<file path="src/rtl/adder_cla_seq.sv">
// Wide add/subtract built by time-multiplexing one NBIT carry-lookahead adder.
// Words are processed LSW first, one per clock, with the carry held in a register.
module adder_cla #(
  parameter int NBIT = 32
) (
  input  logic [NBIT-1:0] a,
  input  logic [NBIT-1:0] b,
  input  logic            ci,
  output logic [NBIT-1:0] s,
  output logic            co
);
  logic [NBIT-1:0] g, p;
  logic [NBIT:0]   c;

  assign g = a & b;
  assign p = a ^ b;

  always_comb begin
    c[0] = ci;
    for (int i = 0; i < NBIT; i++)
      c[i+1] = g[i] | (p[i] & c[i]);
  end

  assign s  = p ^ c[NBIT-1:0];
  assign co = c[NBIT];
endmodule

module adder_cla_seq #(
  parameter int NBIT  = 32,
  parameter int NWORD = 4
) (
  input  logic                  i_clk,
  input  logic                  i_rst,
  input  logic                  i_valid,
  output logic                  o_ready,
  input  logic [NBIT*NWORD-1:0] i_a,
  input  logic [NBIT*NWORD-1:0] i_b,
  input  logic                  i_c,
  input  logic                  i_sub,
  output logic                  o_valid,
  input  logic                  i_ready,
  output logic [NBIT*NWORD-1:0] o_s,
  output logic                  o_c,
  output logic                  o_busy
);
  localparam int IW = $clog2(NWORD);

  typedef enum logic [1:0] {IDLE, CALC, DONE} state_t;

  state_t state, state_nxt;

  logic [IW-1:0]                idx;
  logic                         cy;
  logic                         sub_r;
  logic [NWORD-1:0][NBIT-1:0]   a_w, b_w, s_w;
  logic [NBIT-1:0]              add_b, add_s;
  logic                         add_co;
  logic                         accept, last;

  assign o_ready = (state == IDLE);
  assign o_valid = (state == DONE);
  assign o_busy  = (state == CALC) || (state == DONE);
  assign accept  = i_valid && o_ready;
  assign last    = (idx == IW'(NWORD-1));
  assign o_s     = s_w;

  always_ff @(posedge i_clk or posedge i_rst) begin
    if (i_rst) state <= IDLE;
    else       state <= state_nxt;
  end

  always_comb begin
    state_nxt = state;
    unique case (state)
      IDLE:    if (accept)  state_nxt = CALC;
      CALC:    if (last)    state_nxt = DONE;
      DONE:    if (i_ready) state_nxt = IDLE;
      default:              state_nxt = IDLE;
    endcase
  end

  // Subtract is a + ~b + 1: the +1 enters as the initial carry.
  assign add_b = sub_r ? ~b_w[idx] : b_w[idx];

  adder_cla #(.NBIT(NBIT)) u_add (
    .a  (a_w[idx]),
    .b  (add_b),
    .ci (cy),
    .s  (add_s),
    .co (add_co)
  );

  always_ff @(posedge i_clk or posedge i_rst) begin
    if (i_rst) begin
      a_w   <= '0;
      b_w   <= '0;
      s_w   <= '0;
      sub_r <= 1'b0;
      idx   <= '0;
      cy    <= 1'b0;
      o_c   <= 1'b0;
    end else if (accept) begin
      a_w   <= i_a;
      b_w   <= i_b;
      sub_r <= i_sub;
      idx   <= '0;
      cy    <= i_sub | i_c;
    end else if (state == CALC) begin
      s_w[idx] <= add_s;
      cy       <= add_co;
      if (last) o_c <= add_co;
      else      idx <= idx + 1'b1;
    end
  end
endmodule

</file>
<file path="config.mk">
export PLATFORM = sky130hd
export DESIGN_NAME = adder_cla_seq
export DESIGN_NICKNAME = d
export VERILOG_FILES = /design/src/rtl/adder_cla_seq.sv
export SDC_FILE = /design/constraint.sdc
export NUM_CORES = 1
export LEC_CHECK = 0
export BUFFER_PORTS_ARGS = -buffer_cell sky130_fd_sc_hd__buf_2
export CORE_AREA = 2 2 218 220
export DETAILED_ROUTE_END_ITERATION = 12
export DIE_AREA = 0 0 220 222
export SKIP_CTS_REPAIR_TIMING = 1
export SYNTH_ARGS = -nofsm -noshare
export SYNTH_HDL_FRONTEND = slang
export SYNTH_SLANG_ARGS = --single-unit
</file>
<file path="constraint.sdc">
create_clock -name i_clk -period 36.1 [get_ports i_clk]
set_input_delay 7.22 -clock i_clk [delete_from_list [all_inputs] [get_ports i_clk]]
set_output_delay 7.22 -clock i_clk [all_outputs]
set_load 0.05 [all_outputs]
</file>
# [After elaboration in Yosys (flattened, before gate mapping)]
# Cells that the tools add are included.
[totals] input_bits=262 ff_bits=391 output_inout_bits=132
[op_classes] addsub=1 n_mux=17 reduce_logical=9 n_bitwise=70 n_eq_ne=7 n_lt_le_gt_ge=2
[ops] operator="binary-select mux 32 bit (select 2 bit)" n=2
[ops] operator="bitwise mux 128 bit" n=1
[ops] operator="2-to-1 mux 32 bit" n=4
[ops] operator="demux 32 bit (select 2 bit)" n=1
[ops] operator="XOR 32 bit" n=2
[ops] operator="bitwise OR 1 bit" n=33
[ops] operator="bitwise AND 1 bit" n=32
[ops] operator="bitwise AND 32 bit" n=1
[ops] operator="inverter 32 bit" n=1
[ops] operator="2-to-1 mux 2 bit" n=6
[ops] operator="case mux 2 bit (3 select lines)" n=1
[ops] operator="AND reduction 3 bit" n=2
[ops] operator="equality test 2 bit, second input constant" n=2
[ops] operator="inequality test 2 x 1 -> 1 bit, second input constant" n=2
[ops] operator="inequality test 2 bit, second input constant" n=2
[ops] operator="AND reduction 2 bit" n=2
[ops] operator="< comparator 2 x 3 -> 1 bit, second input constant" n=1
[ops] operator="adder 2 x 1 -> 2 bit, second input constant" n=1
[ops] operator="equality test 2 x 1 -> 1 bit, second input constant" n=1
[ops] operator="greater-or-equal comparator 2 x 1 -> 1 bit, second input constant" n=1
[ops] operator="logical AND 1 bit" n=2
[ops] operator="logical NOT 2 bit" n=1
[ops] operator="2-to-1 mux 1 bit" n=2
[ops] operator="nonzero test 2 bit" n=1
[ops] operator="2 further kinds" n=2

# [Longest topological paths before layout]
[logic_depth] depth_word=71 ltp_mapped=39

# [Modules after synthesis]
# From an unflattened synthesis, not the netlist that was laid out.
[hier_totals] cells_unflattened=1550 area_unflattened_um2=17199.0
[modules_own_cells] module="adder_cla_seq" cells_per_inst=1508 n_inst=1 seq_area_each_um2=9784.4 area_per_inst_um2=16520.8
[modules_own_cells] module="adder_cla" cells_per_inst=42 n_inst=1 seq_area_each_um2=0.0 area_per_inst_um2=678.2

# [Worst setup path after synthesis]
# No wires, ideal clock.
[synth_timing] kind="flip-flop to flip-flop" startpoint="register idx[0]" endpoint="register s_w, in the netlist o_s[31]" stages_incl_launch_ff=39 arrival_time_ps=15538 path_buffers=1 setup_ps=125 path_slack_ps=20437 synth_period_minus_slack_ps=15663 t_required_ps=35975 path_cell_list="dfrtp_1 > buf_6 > mux4_2 > xor2_1 > fa_1 > fa_1 > inv_1 > fa_1 > fa_1 > fa_1 > fa_1 > fa_1 > fa_1 > fa_1 > fa_1 > fa_1 > fa_1 > fa_1 > (+3 left out) > fa_1 > fa_1 > fa_1 > fa_1 > fa_1 > fa_1 > fa_1 > fa_1 > fa_1 > fa_1 > fa_1 > fa_1 > fa_1 > fa_1 > fa_1 > inv_1 > fa_1 > mux2_2"
[synth_between] elab_chain_len=69
[synth_rtl] item="start, declared" line_no="52" text="logic [IW-1:0] idx;"
[synth_rtl] item="start signal, assigned" line_no="112" text="else idx <= idx + 1'b1;"
[synth_rtl] item="binary-select mux 32 bit (select 2 bit)" line_no="83" text="assign add_b = sub_r ? ~b_w[idx] : b_w[idx];"
[synth_rtl] item="2-to-1 mux 32 bit (not written as such)" line_no="83"
[synth_rtl] item="inverter 32 bit" line_no="83"
[synth_rtl] item="2-to-1 mux 32 bit" line_no="83"
[synth_rtl] item="XOR 32 bit" line_no="16" text="assign p = a ^ b;"
[synth_rtl] item="bitwise AND 1 bit" line_no="21" text="c[i+1] = g[i] | (p[i] & c[i]);"
[synth_rtl] item="bitwise OR 1 bit" line_no="21"
[synth_rtl] item="bitwise AND 1 bit" line_no="21"
[synth_rtl] item="(+54 left out)"
[synth_rtl] item="bitwise OR 1 bit" line_no="21"
[synth_rtl] item="bitwise AND 1 bit" line_no="21"
[synth_rtl] item="bitwise OR 1 bit" line_no="21"
[synth_rtl] item="bitwise AND 1 bit" line_no="21"
[synth_rtl] item="bitwise OR 1 bit" line_no="21"
[synth_rtl] item="XOR 32 bit (*)" line_no="24" text="assign s = p ^ c[NBIT-1:0];"
[synth_rtl] item="net add_s[31]" line_no="56" text="logic [NBIT-1:0] add_b, add_s;"
[synth_rtl] item="bitwise mux 128 bit (*)" line_no="109" text="s_w[idx] <= add_s;"
[synth_rtl] item="end signal, assigned by index" line_no="109"
[synth_rtl] item="end, declared" line_no="55" text="logic [NWORD-1:0][NBIT-1:0] a_w, b_w, s_w;"
# The timed path passes the listed nets; every way through them passes the cells marked *. The select of a mux whose other input is x is not followed.
# A chain may end at the register's enable or synchronous reset.

# [Worst setup path in the final report]
[layout_timing] startpoint="register idx[1]" endpoint="register s_w, in the netlist o_s[95]"
# The elaborated chain is that of the path after synthesis.

==> out/qor.csv <==
stage,metric,value,unit
status,outcome,"finished, final reports clean",
final_layout,Area Overhead vs Synth,22.6,%
timing,Fin Setup TNS,0,ns
worst_setup_path,slowest library cell on the worst path,dfrtp_4,
clock_network,"Reg clk slew, reported paths",0.06,ns
synth,largest family of logic cells by synthesized area,simple AND/OR/NAND/NOR gates,
route,Avg WL per Cell,19.2,um
synth,post-synthesis mux area share,9.46,%
timing,max_slew headroom,22.6,%
timing,Layout Skew,0.0204,ns
worst_hold_path,Worst Hold Class,flop to flop,
final_layout,cell area after layout,20900,um^2
placed_design,# port buffers,393,
global_route,first-pass GRT wire length,79000,um
worst_setup_path,cell mode on critical path,fa_1,
placed_design,dpl cell area,19400,um^2
die,Rows,79,
clock_network,TritonCTS clock tree,yes,
clock_network,Clock Path Buffers,3,
final_layout,FILL cells,4566,
synth,XOR/XNOR Fraction of Synth Area,1.70,%
worst_setup_path,Required @ worst endpoint,36.56,ns
synth,Syn Std Cell Area,17000,um^2
worst_setup_path,CP top delay family,adder cells,
die,die height,222,um
final_layout,final cell count without fillers,2699,
timing,minimum clock period after layout,16.60,ns
synth,synthesized net count,2003,
timing,unrepaired setup endpoints after global routing,no,
die,# IOs,394,
synth,"top cells by area, synth","dfrtp_1, nand2_1, mux4_2, fa_1, o21ai_0",
route,DRC errors left,0,
placed_design,Inst Count DP,2613,
global_route,GRT overflow,0,
route,Routed Antenna Nets,0,
synth,Yosys reg bits,391,
synth,Netlist cell types,24,
synth,Synth Flop Type,dfrtp_1,
route,Vias/cell,4.81,
synth,yosys warns,0,
job,max-cap violations,0,
synth,Synth Area in Adders,4.28,%
timing,max-slew violation count,0,
clock_network,clk_lat worst skew,0.57,ns
timing,Final Hold Fails,0,
synth,Synth top area share,57.5,%
synth,post-synthesis simple-gate area fraction,20.0,%
worst_setup_path,Buf/Inv on CP,3,
synth,"EDFF count, synth",0,
die,die area,48800,um^2
clock_network,H-tree levels,2,
placed_design,routability cong.,0.830,
route,1st-pass router iterations,7,
route,Detailed Route Iter0 Violations,1011,
synth,ys async rst share,100,%
timing,final setup violation count,0,
timing,Final period util,46.0,%
clock_network,clk sinks,391,
final_layout,share of cells above drive strength 1,26.8,%
synth,post-synthesis compound-gate area fraction,3.58,%
worst_setup_path,"Max FO, Critical Path",37,
synth,register area share after synthesis,57.5,%
placed_design,post-DP HPWL,37900,um
global_route,antenna violations before repair,15,
worst_setup_path,Worst setup EP type,flop,
clock_network,clk root buf,clkbuf_16,
global_route,Total GRT Usage,21.5,%
global_route,largest net degree at the start of global routing,188,
synth,Post-Synthesis Cells,1702,
global_route,number of global-route vias before repair,13400,
die,Die X,220,um
route,Via Count,13000,
clock_network,Num CTS Buffers,43,
worst_setup_path,Crit path largest cell delay,0.75,ns
worst_setup_path,CP Launch Type,flop,
synth,Syn Area/Cell,9.99,um^2
timing,FMAX,0.0602,GHz
timing,Worst Max-Slew Pin Slew,1.16,ns
die,Starting Density,36.8,%
die,floorplan core area,46300,um^2
route,final wirelength,51900,um
worst_setup_path,critical path type,flop to flop,
worst_setup_path,critical path arrival,17.06,ns
final_layout,nets,2352,
synth,leading area contributor after synthesis,dfrtp_1,
## worst reg2reg max path: cells and delay by family (launching register included)
family,cells,cell delay (ns)
mux,2,0.65
flops,1,0.75
buf+inv,3,0.77
fa+ha+maj,32,14.33
## layer usage
layer  global-route usage, %  part of all wire, %
met1                    29.1                   43
met2                    33.2                   46
met3                    5.01                  6.7
met4                    9.05                  3.8
met5                       0                0.058
## area by class of cell
cell class | count | area [um^2] | area share [%]
diodes | 10 | 25.0 | 0.120
clock inverters | 18 | 213 | 1.02
inverters | 37 | 146 | 0.702
multi-input cells | 1173 | 6650 | 31.9
clock buffers | 58 | 1190 | 5.72
repair buffers | 405 | 2070 | 9.92
flip-flops and latches | 391 | 9790 | 47.0
well taps | 607 | 759 | 3.64
## kinds of logic (layout without fill, tap and decap cells)
family,after synthesis,in the layout
other,0,10
muxes,79,79
adders and majority gates,39,39
buffers and inverters,138,518
and+or+nand+nor,901,901
xor gates and xnor gates,33,33
AOI/OAI and AO/OA,121,121
DFF,391,391
## Yosys cell counts, drive strengths merged, types with 3 or more instances
master / count
mux4: 64
inv: 37
a21oi: 31
ha: 7
fa: 32
xor2: 3
nand2: 863
clkbuf: 54
o21ai: 88
buf: 47
nor2: 31
mux2: 14
dfrtp: 391
xnor2: 30
## final timing paths
check | from | endpoint | slack (ns) | cells past startpoint
min | b_w[81] | b_w[81] | 0.47 | 2
min in group asynchronous | i_rst | o_s[88] | 6.81 | 2
min reg2reg | b_w[81] | b_w[81] | 0.47 | 2
max | idx[1] | o_s[95] | 19.50 | 37
max reg2reg | idx[1] | o_s[95] | 19.50 | 37
max in group asynchronous | i_rst | a_w[13] | 26.77 | 4
## state kept, by name (all words and copies together) (netlist names)
name and count:
sub_r 1, o_c 1, idx 2, a_w 128, b_w 128, state 2
o_s 128, cy 1
## layout by cell type, fill, tap and decap left out, drive strengths merged
| cell type | count |
|---|---|
| a21oi | 31 |
| a31oi | 2 |
| and2 | 2 |
| buf | 405 |
| bufinv | 4 |
| clkbuf | 58 |
| clkinv | 10 |
| clkinvlp | 3 |
| dfrtp | 391 |
| diode | 10 |
| fa | 32 |
| ha | 7 |
| inv | 38 |
| mux2 | 14 |
| mux2i | 1 |
| mux4 | 64 |
| nand2 | 863 |
| nand2b | 2 |
| nand3b | 1 |
| nor2 | 31 |
| nor2b | 1 |
| nor3 | 1 |
| o21ai | 88 |
| xnor2 | 30 |
| xor2 | 3 |
## per-stage QoR
stage	hold slack, ns	utilization, %	setup WS [ns]
after CTS	0.471	45.0	19.35
after global routing	0.487	45.1	18.97
final	0.466	45.1	19.50
after floorplan	0.440	-	18.01
after global placement	0.453	42.0	19.51
after detailed placement	0.456	42.0	19.37
Power is left out: the tool's default activity adds up to more than one toggle a clock period on the data nets, which glitch-free logic cannot reach.
